==> src/rtl/poc_pkg.sv <==
// Shared bus encodings, status-register layout and PIC state type used by the POC and PIC.
package poc_pkg;

  localparam logic [1:0] RW_READ  = 2'b10;
  localparam logic [1:0] RW_WRITE = 2'b11;

  localparam logic A_SR = 1'b0;
  localparam logic A_BR = 1'b1;

  localparam int unsigned SR_RDY = 7;
  localparam int unsigned SR_OVR = 6;
  localparam int unsigned SR_IE  = 0;

  typedef enum logic [1:0] {IDLE, FULL, DRAIN} pic_state_t;

endpackage

==> src/rtl/pic_cpu_if.sv <==
// CPU-side bus decode for the PIC: status register bits and the registered Dout read path.
module pic_cpu_if
  import poc_pkg::*;
#(
  parameter int unsigned DW = 8
) (
  input  logic          CLK,
  input  logic          RST,
  input  logic [1:0]    RW,
  input  logic          ADDR,
  input  logic [DW-1:0] Din,
  input  logic [DW-1:0] br,
  input  logic          capture,
  input  logic          rd_clr,
  input  logic          ovr_set,
  output logic [DW-1:0] Dout,
  output logic          br_rd,
  output logic          sr_rdy_d,
  output logic          sr_ie_d
);

  logic          sr_rdy_q, sr_ovr_q, sr_ie_q, sr_ovr_d;
  logic [DW-1:0] dout_q, dout_d, sr_val;
  logic          bus_rd, sr_wr;

  // Only SR6 and SR0 are writable; the rest of Din is deliberately ignored.
  logic unused_din;
  assign unused_din = ^{Din[DW-1:SR_OVR+1], Din[SR_OVR-1:SR_IE+1]};

  always_comb begin
    bus_rd = (RW == RW_READ);
    sr_wr  = (RW == RW_WRITE) && (ADDR == A_SR);
    br_rd  = bus_rd && (ADDR == A_BR);

    sr_val         = '0;
    sr_val[SR_RDY] = sr_rdy_q;
    sr_val[SR_OVR] = sr_ovr_q;
    sr_val[SR_IE]  = sr_ie_q;

    sr_rdy_d = sr_rdy_q;
    if (capture) sr_rdy_d = 1'b1;
    else if (rd_clr) sr_rdy_d = 1'b0;

    // A fresh overrun in the same cycle as a clear is kept so it is not lost.
    sr_ovr_d = sr_ovr_q;
    if (sr_wr && Din[SR_OVR]) sr_ovr_d = 1'b0;
    if (ovr_set) sr_ovr_d = 1'b1;

    sr_ie_d = sr_ie_q;
    if (sr_wr) sr_ie_d = Din[SR_IE];

    dout_d = dout_q;
    if (bus_rd) dout_d = (ADDR == A_SR) ? sr_val : br;
  end

  always_ff @(posedge CLK or posedge RST) begin
    if (RST) begin
      sr_rdy_q <= 1'b0;
      sr_ovr_q <= 1'b0;
      sr_ie_q  <= 1'b0;
      dout_q   <= '0;
    end else begin
      sr_rdy_q <= sr_rdy_d;
      sr_ovr_q <= sr_ovr_d;
      sr_ie_q  <= sr_ie_d;
      dout_q   <= dout_d;
    end
  end

  assign Dout = dout_q;

endmodule

==> src/rtl/pic_input_controller.sv <==
// Parallel input controller: captures device bytes on TR into BR and hands them to the CPU.
module pic_input_controller
  import poc_pkg::*;
#(
  parameter int unsigned DW = 8
) (
  input  logic          CLK,
  input  logic          RST,
  input  logic [1:0]    RW,
  input  logic          ADDR,
  input  logic [DW-1:0] Din,
  output logic [DW-1:0] Dout,
  output logic          IRQ,
  input  logic          TR,
  input  logic [DW-1:0] PD,
  output logic          RDY
);

  pic_state_t    state_q, state_d;
  logic [DW-1:0] br_q, br_d;
  logic          tr_q, rdy_q, irq_q;
  logic          capture, rd_clr, ovr_set, br_rd, sr_rdy_d, sr_ie_d;

  pic_cpu_if #(
    .DW(DW)
  ) u_cpu_if (
    .CLK      (CLK),
    .RST      (RST),
    .RW       (RW),
    .ADDR     (ADDR),
    .Din      (Din),
    .br       (br_q),
    .capture  (capture),
    .rd_clr   (rd_clr),
    .ovr_set  (ovr_set),
    .Dout     (Dout),
    .br_rd    (br_rd),
    .sr_rdy_d (sr_rdy_d),
    .sr_ie_d  (sr_ie_d)
  );

  always_comb begin
    state_d = state_q;
    br_d    = br_q;
    capture = 1'b0;
    rd_clr  = 1'b0;
    ovr_set = 1'b0;
    unique case (state_q)
      IDLE: begin
        if (TR) begin
          capture = 1'b1;
          br_d    = PD;
          state_d = FULL;
        end
      end
      FULL: begin
        // A read on the same edge as a new strobe wins; DRAIN then absorbs the strobe.
        if (br_rd) begin
          rd_clr  = 1'b1;
          state_d = DRAIN;
        end else if (TR && !tr_q) begin
          ovr_set = 1'b1;
        end
      end
      DRAIN: begin
        if (!TR) state_d = IDLE;
      end
      default: state_d = IDLE;
    endcase
  end

  always_ff @(posedge CLK or posedge RST) begin
    if (RST) begin
      state_q <= IDLE;
      br_q    <= '0;
      tr_q    <= 1'b0;
      rdy_q   <= 1'b1;
      irq_q   <= 1'b1;
    end else begin
      state_q <= state_d;
      br_q    <= br_d;
      tr_q    <= TR;
      rdy_q   <= (state_d == IDLE);
      irq_q   <= ~(sr_rdy_d & sr_ie_d);
    end
  end

  assign RDY = rdy_q;
  assign IRQ = irq_q;

endmodule

==> config.mk <==
export PLATFORM = sky130hd
export DESIGN_NAME = pic_input_controller
export DESIGN_NICKNAME = d
export VERILOG_FILES = /design/src/rtl/poc_pkg.sv /design/src/rtl/pic_cpu_if.sv /design/src/rtl/pic_input_controller.sv
export SDC_FILE = /design/constraint.sdc
export NUM_CORES = 1
export LEC_CHECK = 0
export ABC_AREA = 1
export CORE_MARGIN = 2
export CORE_UTILIZATION = 30
export CTS_CLUSTER_SIZE = 30
export DETAILED_ROUTE_END_ITERATION = 6
export GPL_TIMING_DRIVEN = 0
export SETUP_SLACK_MARGIN = 0.2
export SLEW_MARGIN = 5
export SYNTH_ARGS = -nofsm -noshare
export SYNTH_HDL_FRONTEND = slang
export SYNTH_SLANG_ARGS = --single-unit
==> constraint.sdc <==
create_clock -name CLK -period 0.95 [get_ports CLK]
set_input_delay 0.095 -clock CLK [delete_from_list [all_inputs] [get_ports CLK]]
set_output_delay 0.095 -clock CLK [all_outputs]
set_load 0.01 [all_outputs]
Word-level counts from Yosys, hierarchy flattened
Index checks and enable logic that the tools add are counted.

word-level totals
  bits in read-only memories = 0
  bits in latches = 0
  bits in writable memories = 0
  bits in registers = 24
  memories kept = 0
  logic and storage cells = 42

cells by class
  eq/ne operators = 4
  add/subtract/negate cells = 0
  bitwise operators = 3
  divide/modulo/power cells = 0
  multiply operators = 0
  multiplexer cells = 17
  reduce and logical (&&, ||, !) cells = 9
  order comparisons = 0
  shifts and indexed selects = 0

operator list
  kind                count
  $mux 1              12
  $mux 8              1
  $eq 2x2->1 const B  3
  $mux 2              3
  $pmux 2 s3          1
  $logic_and 1x1->1   4
  $logic_not 2->1     2
  $eq 2x1->1 const B  1
  $not 1->1           2
  $reduce_and 2->1    1
  $reduce_bool 2->1   1
  $and 1x1->1         1
  $logic_not 1->1     1

Logic depth before layout (Yosys ltp)
  depth in word-level cells = 8
  mapped depth = 6

Modules after synthesis
A second synthesis with hierarchy kept.

second synthesis, totals
  cells, all modules = 116
  area, all modules = 1014.7 um^2

by module, submodules not included
  module                cells each  seq. area each (um^2)  times used  area an instance (um^2)
  pic_input_controller  57          327.8                  1           525.5
  pic_cpu_if            59          275.3                  1           489.2

Least setup slack after synthesis
No wires, ideal clock.

  path type = register -> register
  start = reg state_q[0]
  end = reg br_q[0]
  arrival = 0.883 ns
  stages on the path, launching flop included = 6
  setup slack = -0.051 ns
  setup time = 0.117 ns
  clock period less this slack = 1.001 ns
  cell sequence = dfrtp_1 inv_1 nand3_2 buf_6 nand2_1 o21ai_2

between the ends
  word-level cells in the longest chain between the ends = 2

RTL lines
  what                               line                        text
  start, declared                    pic_input_controller.sv:19  pic_state_t state_q, state_d;
  start signal, assigned             pic_input_controller.sv:80  state_q <= state_d;
  $logic_not 2->1                    pic_input_controller.sv:48  unique case (state_q)
  $reduce_and 2->1 (no source line)  -
  end signal, assigned               pic_input_controller.sv:81  br_q <= br_d;
  end, declared                      pic_input_controller.sv:20  logic [DW-1:0] br_q, br_d;

Every way passes these cells.
A chain may end at the register's enable or synchronous reset.

Worst setup path in the final report
  start = reg irq_q, in the netlist IRQ
  end = out IRQ

RTL lines
  what                    line                        text
  start, declared         pic_input_controller.sv:21  logic tr_q, rdy_q, irq_q;
  start signal, assigned  pic_input_controller.sv:84  irq_q <= ~(sr_rdy_d & sr_ie_d);
  end, declared           pic_input_controller.sv:13  output logic IRQ,

No word-level cell between the ends.

==> out/summary.txt <==
grt ovf - 0
WP data required - 0.85 ns
ANT cells - 0
Synth cell types - 16
Synth warnings - 0
I/O pin cnt - 32
Critical Path Source - IRQ
sequential share of the synthesized area - 58.6%
largest cells by area after synthesis - dfrtp_1, nand2_1, o21ai_2
Slew @ Worst Pin - 0.513 ns
Power Dens Cells - 2580 nW/um2
GR Util met2 - 19.8%
largest net degree at the start of global routing - 25
outcome - complete, but fails checks
root buf cell - clkbuf_4
Gate Count Post-Synth - 107
DR pass1 iterations - 4
CP Max Fanout - 1
unrepaired setup endpoints after global routing - yes
hpwl dp - 1.48 mm
worst hold path type - input pin to flop
Achievable Freq - 943 MHz
total power draw - 0.00420 W
die height - 62.6 um
All-Layer GR Usage - 12.6%
Fill cells - 322
Final Max Slew Viols - 0
final cell count without fillers - 192
Worst Setup End Kind - primary output
per-cell routed wire length - 11.6 um
Worst slew margin - 65.7%
final clock skew - 0.00885 ns
TritonCTS Buffers - 3
clock latency at the later pin of the worst-skew pair - 0.33 ns
most common cell in the synthesized netlist - nand2_1
Yosys reg bits - 24
startpoint types - flop
worst setup margin - -0.111 ns
most area-hungry cell type in the Yosys netlist - dfrtp_1
Final #Nets - 169
Clk pin slew, worst setup/hold paths - 0.14 ns
die extent in x - 62.6 um
crit path cell chain - buf_6
Synthesized Nets - 129
Bufs on Longest Clock Path - 2
CTS tree - built
H-tree depth - 1
die footprint - 3910 um2
EDFF count, synth - 0
Mapped Area - 1030 um2
Mean Syn Cell Area - 9.61 um2
Final Setup Violations - 21
core area - 3310 um2
GR Util met1 - 15.2%
failing checks - negative setup slack
Hold Buf Count CTS - 0
Antenna Nets Post-Route - 0
Num Clock Sinks - 24
via count - 841
Routed WL - 2.22 mm
Port Buf Inserts - 24
# Max-Cap Violations - 0
Crit path buffers/inverters - 1
row count - 21
M3 GR Usage - 3.42%
Post-synth top cells - nand2_1, dfrtp_1, inv_1
Final Critical Period - 1.06 ns
GR peak layer - met2
vias per cell - 4.38
reg-to-reg startpoint - state_q[1]
initial antenna violation count - 0
RD Place Congestion - 0.713
P_leak - 0.789 nW
main flop type after synthesis - dfrtp_1
HP Start - ADDR
kind of critical path - flop to primary output
final hold viol count - 0
async set-reset flop share out of synthesis - 100%
cell family with most CP delay - flip-flops
Area Growth Syn to Fin - 58.0%
share of layout cells above drive strength 1 - 45.2%
critical path arrival - 0.97 ns
global-route wire length before repair - 3.86 mm
maximum VDD drop - 955 uV
remaining routing DRC violations - 0
initial drt markers - 17
highest-delay cell along the critical path - dfstp_2
worst hold slack - 0.0246 ns
CP max stage delay - 0.55 ns
Synth top area share - 53.5%
period utilization - 112%
# placed instances - 177
vias in the first global route - 875
initial core utilization - 31.1%
## metrics by stage
stage | utilization, % | area, um2 | setup TNS (ns) | setup WS [ns]
CTS | 45.3 | 1500 | -1.08 | -0.125
global placement | 40.4 | 1340 | -11.19 | -0.328
floorplan | - | 1040 | 0 | 0.0245
detailed placement | 40.4 | 1340 | -12.40 | -0.327
finish | 49.1 | 1630 | -1.19 | -0.111
global route | 49.1 | 1630 | -2.06 | -0.154
## flip-flops by register name, indices dropped and copies added, names as in the netlist
register / count
IRQ: 1
RDY: 1
br_q: 8
state_q: 2
tr_q: 1
u_cpu_if.Dout: 8
u_cpu_if.sr_ie_q: 1
u_cpu_if.sr_ovr_q: 1
u_cpu_if.sr_rdy_q: 1
## placed cells by master, fill, tap and decap left out, types with 2 or more instances in the layout
master	n
a31oi_1	3
buf_2	8
buf_4	2
buf_6	11
buf_8	2
clkbuf_4	3
clkdlybuf4s50_1	12
dfrtp_1	22
dfstp_2	2
dlygate4sd2_1	2
inv_1	13
inv_2	4
nand2_1	13
nand2_2	3
nand2_4	9
nand3_1	7
nor2_4	3
o21ai_0	6
o21ai_2	10
## per-layer routing
| layer | part of all wire (%) | wire (um) |
|---|---|---|
| met2 | 47 | 1040 |
| met5 | 0 | 0 |
| met1 | 43 | 950 |
| met3 | 7.2 | 160 |
| met4 | 3.2 | 72 |
## area by class of cell
class                           instances  area (um2)  area share (%)
Tap cell                               46        57.6            3.54
Timing Repair Buffer                   35         337            20.7
Buffer                                  3        37.5            2.31
Clock buffer                            3        22.5            1.39
Multi-Input combinational cell         61         458            28.2
Sequential cell                        24         603            37.1
Inverter                               19        80.1            4.93
Clock inverter                          1        30.0            1.85
## cells by family after synthesis
group / Yosys count / synth area share, %
simple gates: 39 / 16.5
flops: 24 / 58.6
compound gates: 22 / 14.6
buf+inv: 22 / 10.2
## worst paths after layout
| path | slack (ns) | end | depth (start not counted) |
|---|---|---|---|
| max | -0.11 | IRQ | 1 |
| min | 0.02 | u_cpu_if.Dout[1] | 3 |
| max reg2reg | -0.10 | br_q[1] | 5 |
| min reg2reg | 0.51 | u_cpu_if.sr_ovr_q | 3 |
| max in group asynchronous | 0.48 | IRQ | 2 |
| min in group asynchronous | 0.13 | br_q[0] | 2 |
## power breakdown
part,switching [W],internal (W),leakage [nW]
Sequential,0.000274,0.00140,0.290
Combinational,0.000823,0.000954,0.471
Clock,0.000326,0.000427,0.0279
## timing repair
action	in CTS	in global routing
pin swaps	7	5
resized for setup	71	19
gates cloned	2	0
endpoints found under the setup margin	55	27
setup buffers	4	5
No activity file was read; power rests on OpenSTA's default activity.
